`config.mk`:
```
export PLATFORM = sky130hd
export DESIGN_NAME = bus_chain_initiator
export DESIGN_NICKNAME = d
export VERILOG_FILES = /design/src/rtl/bus_chain_initiator.sv
export SDC_FILE = /design/constraint.sdc
export NUM_CORES = 1
export LEC_CHECK = 0
export CAP_MARGIN = 20
export CORE_UTILIZATION = 30
export DETAILED_ROUTE_END_ITERATION = 6
export PLACE_DENSITY = 0.7
export SLEW_MARGIN = 20
export SYNTH_ARGS = -nofsm -noshare
export SYNTH_HDL_FRONTEND = slang
export SYNTH_SLANG_ARGS = --single-unit
```
`constraint.sdc`:
```
create_clock -name clk -period 5.45 [get_ports clk]
set_input_delay 1.09 -clock clk [delete_from_list [all_inputs] [get_ports clk]]
set_output_delay 1.09 -clock clk [all_outputs]
set_load 0.03 [all_outputs]
```
`src/rtl/bus_chain_initiator.sv`:
```
// Single-outstanding initiator at the head of the daisy-chained register bus.
// Launches one host request onto the chain and reports its return or a timeout.
module bus_chain_initiator #(
    parameter int unsigned TIMEOUT_CYCLES = 255
) (
    input  logic        clk,
    input  logic        rst_n,
    input  logic [15:0] req_addr_i,
    input  logic [15:0] req_wdata_i,
    input  logic        req_rw_i,
    input  logic        req_valid_i,
    output logic        req_ready_o,
    output logic [15:0] addr_o,
    output logic [15:0] wdata_o,
    output logic [15:0] rdata_o,
    output logic        rw_o,
    output logic        valid_o,
    input  logic [15:0] addr_i,
    input  logic [15:0] wdata_i,
    input  logic [15:0] rdata_i,
    input  logic        rw_i,
    input  logic        valid_i,
    output logic [15:0] resp_rdata_o,
    output logic        resp_rw_o,
    output logic        resp_timeout_o,
    output logic        resp_valid_o,
    input  logic        resp_ready_i
);

    localparam int unsigned DATA_W = 16;
    localparam int unsigned CNT_W  = $clog2(TIMEOUT_CYCLES + 1);

    typedef enum logic [1:0] {
        S_IDLE  = 2'd0,
        S_ISSUE = 2'd1,
        S_WAIT  = 2'd2,
        S_RESP  = 2'd3
    } state_t;

    state_t              state_q, state_d;
    logic [CNT_W-1:0]    cnt_q, cnt_d;
    logic [DATA_W-1:0]   addr_q, addr_d;
    logic [DATA_W-1:0]   wdata_q, wdata_d;
    logic                rw_q, rw_d;
    logic                valid_q, valid_d;
    logic [DATA_W-1:0]   resp_rdata_q, resp_rdata_d;
    logic                resp_rw_q, resp_rw_d;
    logic                resp_timeout_q, resp_timeout_d;
    logic                resp_valid_q, resp_valid_d;
    logic                ready_q, ready_d;
    logic                match_c;
    logic                unused_tail;

    // Tail write data carries no information for the initiator.
    assign unused_tail = ^wdata_i;

    assign match_c = valid_i && (addr_i == addr_q) && (rw_i == rw_q);

    // Next-state and output logic.
    always_comb begin
        state_d        = state_q;
        cnt_d          = cnt_q;
        addr_d         = addr_q;
        wdata_d        = wdata_q;
        rw_d           = rw_q;
        valid_d        = 1'b0;
        resp_rdata_d   = resp_rdata_q;
        resp_rw_d      = resp_rw_q;
        resp_timeout_d = resp_timeout_q;
        resp_valid_d   = resp_valid_q;

        case (state_q)
            S_IDLE: begin
                if (req_valid_i) begin
                    addr_d  = req_addr_i;
                    wdata_d = req_wdata_i;
                    rw_d    = req_rw_i;
                    valid_d = 1'b1;
                    cnt_d   = '0;
                    state_d = S_ISSUE;
                end
            end
            S_ISSUE, S_WAIT: begin
                state_d = S_WAIT;
                // A match in the final counted cycle still beats the timeout.
                if (match_c) begin
                    resp_valid_d   = 1'b1;
                    resp_rdata_d   = rw_q ? DATA_W'(0) : rdata_i;
                    resp_rw_d      = rw_q;
                    resp_timeout_d = 1'b0;
                    state_d        = S_RESP;
                end else if (cnt_q == CNT_W'(TIMEOUT_CYCLES - 1)) begin
                    resp_valid_d   = 1'b1;
                    resp_rdata_d   = '0;
                    resp_rw_d      = rw_q;
                    resp_timeout_d = 1'b1;
                    state_d        = S_RESP;
                end else begin
                    cnt_d = cnt_q + CNT_W'(1);
                end
            end
            S_RESP: begin
                if (resp_ready_i) begin
                    resp_valid_d = 1'b0;
                    state_d      = S_IDLE;
                end
            end
            default: state_d = S_IDLE;
        endcase

        ready_d = (state_d == S_IDLE);
    end

    always_ff @(posedge clk or negedge rst_n) begin
        if (!rst_n) begin
            state_q        <= S_IDLE;
            cnt_q          <= '0;
            addr_q         <= '0;
            wdata_q        <= '0;
            rw_q           <= 1'b0;
            valid_q        <= 1'b0;
            resp_rdata_q   <= '0;
            resp_rw_q      <= 1'b0;
            resp_timeout_q <= 1'b0;
            resp_valid_q   <= 1'b0;
            ready_q        <= 1'b1;
        end else begin
            state_q        <= state_d;
            cnt_q          <= cnt_d;
            addr_q         <= addr_d;
            wdata_q        <= wdata_d;
            rw_q           <= rw_d;
            valid_q        <= valid_d;
            resp_rdata_q   <= resp_rdata_d;
            resp_rw_q      <= resp_rw_d;
            resp_timeout_q <= resp_timeout_d;
            resp_valid_q   <= resp_valid_d;
            ready_q        <= ready_d;
        end
    end

    assign req_ready_o    = ready_q;
    assign addr_o         = addr_q;
    assign wdata_o        = wdata_q;
    assign rdata_o        = '0;
    assign rw_o           = rw_q;
    assign valid_o        = valid_q;
    assign resp_rdata_o   = resp_rdata_q;
    assign resp_rw_o      = resp_rw_q;
    assign resp_timeout_o = resp_timeout_q;
    assign resp_valid_o   = resp_valid_q;

endmodule

```
==> Word level (Yosys, flattened, before mapping) <==
Index checks and enable logic that the tools add are counted.
{ "word_totals": {"in_bits": 87, "output_inout_bits": 70, "ff_bits": 64} }
{ "op_classes": {"mux": 21, "n_reduce_logical": 12, "addsub": 1, "eq_ne": 11} }
{ "op_table": {"columns": ["cell", "n"], "rows": [
  ["$mux W16", 3],
  ["$mux W8", 3],
  ["$eq A16 B16 Y1", 1],
  ["$pmux W8 S2", 1],
  ["$mux W1", 10],
  ["$add A8 B1 Y8 const B", 1],
  ["$eq A8 B8 Y1 const B", 1],
  ["$ne A2 B2 Y1 const B", 4],
  ["$pmux W2 S3", 1],
  ["$reduce_bool A2 Y1", 3],
  ["$eq A2 B2 Y1 const B", 2],
  ["$logic_not A2 Y1", 2],
  ["$mux W2", 2],
  ["$reduce_and A2 Y1", 2],
  ["$reduce_and A4 Y1", 1],
  ["$ne A3 B3 Y1 const B", 1],
  ["$reduce_and A3 Y1", 1],
  ["$eq A2 B1 Y1 const B", 1],
  ["$logic_and A1 B1 Y1", 2],
  ["$pmux W1 S2", 1],
  ["$reduce_or A2 Y1", 1],
  ["$eq A1 B1 Y1", 1]
]} }

==> Depth between registers and ports, before layout <==
{ "logic_depth": {"depth_word": 6, "depth_mapped": 8, "ltp_nobuf": 7} }

==> Worst setup path after synthesis <==
OpenSTA, ideal clock, no wires.
{ "synth_path": {"path_type": "input -> register", "start": "input rw_i", "end": "register cnt_q[1]", "arrival_time_ns": 2.457, "setup_slack_ns": 2.866, "setup_ns": 0.127, "cell_stages": 7, "required_ns": 5.323, "path_cell_list": "xor2_1 -> nor4_1 -> nand3_1 -> nor3_2 -> or3_1 -> buf_4 -> mux2_1"} }
{ "synth_between": {"elab_chain_len": 4} }
{ "synth_rtl": {"columns": ["element", "line", "text"], "rows": [
  ["from (decl)", "21", "input logic rw_i,"],
  ["$eq A1 B1 Y1", "57", "assign match_c = valid_i && (addr_i == addr_q) && (rw_i == rw_q);"],
  ["$logic_and A1 B1 Y1", "57", null],
  ["$ne A2 B2 Y1 (no source line)", null, null],
  ["$reduce_and A4 Y1 (no source line)", null, null],
  ["to (signal assigned)", "129", "cnt_q <= cnt_d;"],
  ["to (decl)", "41", "logic [CNT_W-1:0] cnt_q, cnt_d;"]
]} }
Every way passes these cells.
A chain may end at the register's enable or synchronous reset.

==> Final worst setup path <==
{ "layout_path": {"start": "input addr_i[1]", "end": "register cnt_q[1]"} }
{ "layout_between": {"elab_chain_len": 5} }
{ "layout_rtl": {"columns": ["element", "line", "text"], "rows": [
  ["from (decl)", "18", "input logic [15:0] addr_i,"],
  ["$eq A16 B16 Y1", "57", null],
  ["$logic_and A1 B1 Y1 (2 in a row)", "57", null],
  ["$ne A2 B2 Y1 (no source line)", null, null],
  ["$reduce_and A4 Y1 (no source line)", null, null]
]} }
Every way passes these cells.

==> reports/qor.json <==
{
  "floorplan.initialDensity": 0.314,
  "critical-path-max-stage-delay_ps": 410,
  "routed-via-count": 2270,
  "synth.top_cell.area_share": 0.536,
  "rows": 35,
  "fin_total_pwr_w": 0.00221,
  "synthDominantAreaCellType": "sky130_fd_sc_hd__dfrtp_1",
  "tritoncts.num_buffers": 9,
  "top_level_ports": 157,
  "ys_ff_latch": 64,
  "die_area_sq_um": 10200,
  "power.net_switching_w": 0.000891,
  "clock_sinks": 64,
  "async_flop_share": 1.00,
  "core_area_sq_um": 9370,
  "share_comb_of_total_power": 0.487,
  "count_of_different_cell_masters_after_synthesis": 44,
  "avgRoutedWirePerCell_um": 13.8,
  "grt_first_pass_wirelength_um": 10900,
  "hold_path.class": "reg2reg",
  "drt.antenna.violating_nets": 0,
  "period_minus_slack_ps": 3070,
  "synth-edff-count": 0,
  "drv_cap": 0,
  "timing.setup.tns_ps": 0,
  "layout_worst_path_cycle_share": 0.564,
  "horizontal_die_dimension_um": 101,
  "run_status": "finished clean",
  "clock_tree.root_cell": "sky130_fd_sc_hd__clkbuf_8",
  "post_synth_design_cell_area_sq_um": 2940,
  "htree_levels": 3,
  "worstPathRequired_ps": 5670,
  "internal-power_w": 0.00132,
  "grt_residual_overflow": 0,
  "critical-path-slowest-cell": "sky130_fd_sc_hd__clkdlybuf4s50_1",
  "cts_buffer_depth": 2,
  "critical_path.top_delay_family": "simple AND/OR/NAND/NOR gates",
  "pwr_density_cell_nw_per_um2": 503,
  "grt_pass1_vias": 2270,
  "avgViaCountPerCell": 4.60,
  "finalSetupViolations": 0,
  "yosys-top-cells-area": "sky130_fd_sc_hd__dfrtp_1, sky130_fd_sc_hd__mux2_2, sky130_fd_sc_hd__buf_4",
  "power.share.switching": 0.403,
  "avgSynthCellArea_sq_um": 12.6,
  "number_of_gates_resized_after_cts": 0,
  "cts_tree": "done",
  "cells_along_the_critical_path": "clkdlybuf4s50_1 -> xor2_1 -> nor4_1 -> nand3_1 -> nor3_2 -> buf_4 -> or3_1 -> mux2_1",
  "worst-path-max-fanout": 13,
  "detailedRoute.firstIterationViolations": 50,
  "grt_antenna_before_repair": 0,
  "static-leakage-power_nw": 1.90,
  "finalHoldViolCount": 0,
  "synth.cells.most_frequent": "sky130_fd_sc_hd__dfrtp_1, sky130_fd_sc_hd__mux2_2, sky130_fd_sc_hd__buf_4, sky130_fd_sc_hd__a22o_1",
  "maxSlewHeadroom": 0.439,
  "drt-total-wl_um": 6780,
  "worstSetupPathType": "in2reg",
  "die_h_um": 101,
  "worst_pin_slew_ps": 842,
  "share_of_cells_above_drive_strength_1": 0.157,
  "clock_insertion_delay_worst_skew_ps": 340,
  "post-synth-top-count-cell": "sky130_fd_sc_hd__dfrtp_1",
  "cts.hold.buffers_added": 0,
  "worst-endpoint-arrival_ps": 3290,
  "place.port_buffers": 124,
  "flow.area_growth_from_synthesis_pct": 49.4,
  "drt_pre_antenna_iters": 4,
  "critical_path_buf_inv_count": 2,
  "cts.repair_timing.setup_buffer_count": 0,
  "yosys_warnings": 0,
  "post_synth_inst_count": 233,
  "grtUsageTotal": 0.141,
  "place_hpwl_um": 4790,
  "grt_setup_unrepaired": "no",
  "gpl.final_weighted_congestion": 0.794,
  "drc_errors": 0,
  "clock_power_share": 0.165,
  "achievable-frequency_mhz": 326,
  "postSynth.topFlopCell": "sky130_fd_sc_hd__dfrtp_1",
  "grt_max_degree": 65,
  "crit_path_start_kind": "input port",
  "clkTransAtPathRegs_ps": 70,
  "ys_seq_area_frac": 0.545,
  "seqPwrFrac": 0.347,
  "worst_clock_skew_ps": 7.64,
  "report.final.slew_viol_count": 0,
  "nets": 451,
  "antenna_cells": 0,
  "ir_drop_v": 0.000316,
  "endpoint_kind": "flop"
}
==> state kept, by name (all words and copies together) (netlist names) <==
signal	cells
addr_o	16
cnt_q	8
req_ready_o	1
resp_rdata_o	16
resp_rw_o	1
resp_timeout_o	1
resp_valid_o	1
rw_o	1
state_q	2
valid_o	1
wdata_o	16
==> routing by layer <==
metal | up-vias | global-route usage | wire length, um | part of all wire
li1 | 1039 | - | - | -
met1 | 1122 | 0.176 | 2850 | 0.42
met2 | 100 | 0.219 | 3270 | 0.48
met3 | 9 | 0.0506 | 567 | 0.084
met4 | 0 | 0.0602 | 90 | 0.013
met5 | - | 0 | 0 | 0
==> cells by family after synthesis <==
family / after synthesis / synth area share
AOI/OAI and AO/OA: 30 / 0.0859
xor gates and xnor gates: 17 / 0.0506
adders and majority gates: 4 / 0.0170
buffers and inverters: 30 / 0.0702
DFF: 64 / 0.545
muxes: 36 / 0.137
other: 1 / 0.00127
and+or+nand+nor: 51 / 0.0927
==> power groups by stage <==
stage / logic (W) / registers, W / clock network, W
floorplan: 0.000414 / 0.00103 / 0
global placement: 0.00107 / 0.000770 / 0
detailed placement: 0.00108 / 0.000777 / 0
CTS: 0.00109 / 0.000771 / 0.000384
global route: 0.00115 / 0.000795 / 0.000404
finish: 0.00108 / 0.000767 / 0.000366
==> final cells by class <==
class	instances	area (sq um)
multi-input combinational	154	1190
clock inverter	5	33.8
timing repair buffer	126	1250
sequential	64	1600
fill	884	4980
clock buffer	10	138
tap	129	161
inverter	5	18.8
==> worst paths after layout <==
kind | startpoint | end | cells past startpoint | slack, ps
worst max-delay path | addr_i[1] | cnt_q[1]$_DFFE_PN0P_ | 8 | 2380
worst min-delay path | resp_rw_o$_DFFE_PN0P_ | resp_rw_o$_DFFE_PN0P_ | 1 | 490
worst max register to register | state_q[0]$_DFF_PN0_ | cnt_q[1]$_DFFE_PN0P_ | 6 | 3030
worst min register to register | resp_rw_o$_DFFE_PN0P_ | resp_rw_o$_DFFE_PN0P_ | 1 | 490
max in group asynchronous | rst_n | wdata_o[0]$_DFFE_PN0P_ | 2 | 3970
min in group asynchronous | rst_n | wdata_o[13]$_DFFE_PN0P_ | 2 | 920
==> cells in the final DEF (no fill, tap or decap), types with 6 or more instances in the layout <==
cell,netlist,layout
sky130_fd_sc_hd__mux2_2,33,33
sky130_fd_sc_hd__conb_1,1,16
sky130_fd_sc_hd__nor2_1,10,10
sky130_fd_sc_hd__xor2_1,12,12
sky130_fd_sc_hd__clkbuf_8,0,10
sky130_fd_sc_hd__dfrtp_1,63,63
sky130_fd_sc_hd__nand2_1,12,12
sky130_fd_sc_hd__a22o_1,15,15
sky130_fd_sc_hd__clkdlybuf4s50_1,0,123
sky130_fd_sc_hd__nor4_1,6,6
==> metrics by stage <==
stage | setup WS [ps] | instance area (sq um) | util | instances | hold WS (ps)
2_1_floorplan | 2870 | 3000 | - | 248 | 489
3_3_place_gp | 2000 | 4220 | 0.451 | 478 | 474
3_5_place_dp | 1960 | 4220 | 0.451 | 478 | 482
4_1_cts | 2330 | 4390 | 0.469 | 493 | 498
5_1_grt | 2200 | 4390 | 0.469 | 493 | 520
6_report | 2380 | 4390 | 0.469 | 493 | 492
Power figures use the tool's default switching activity.
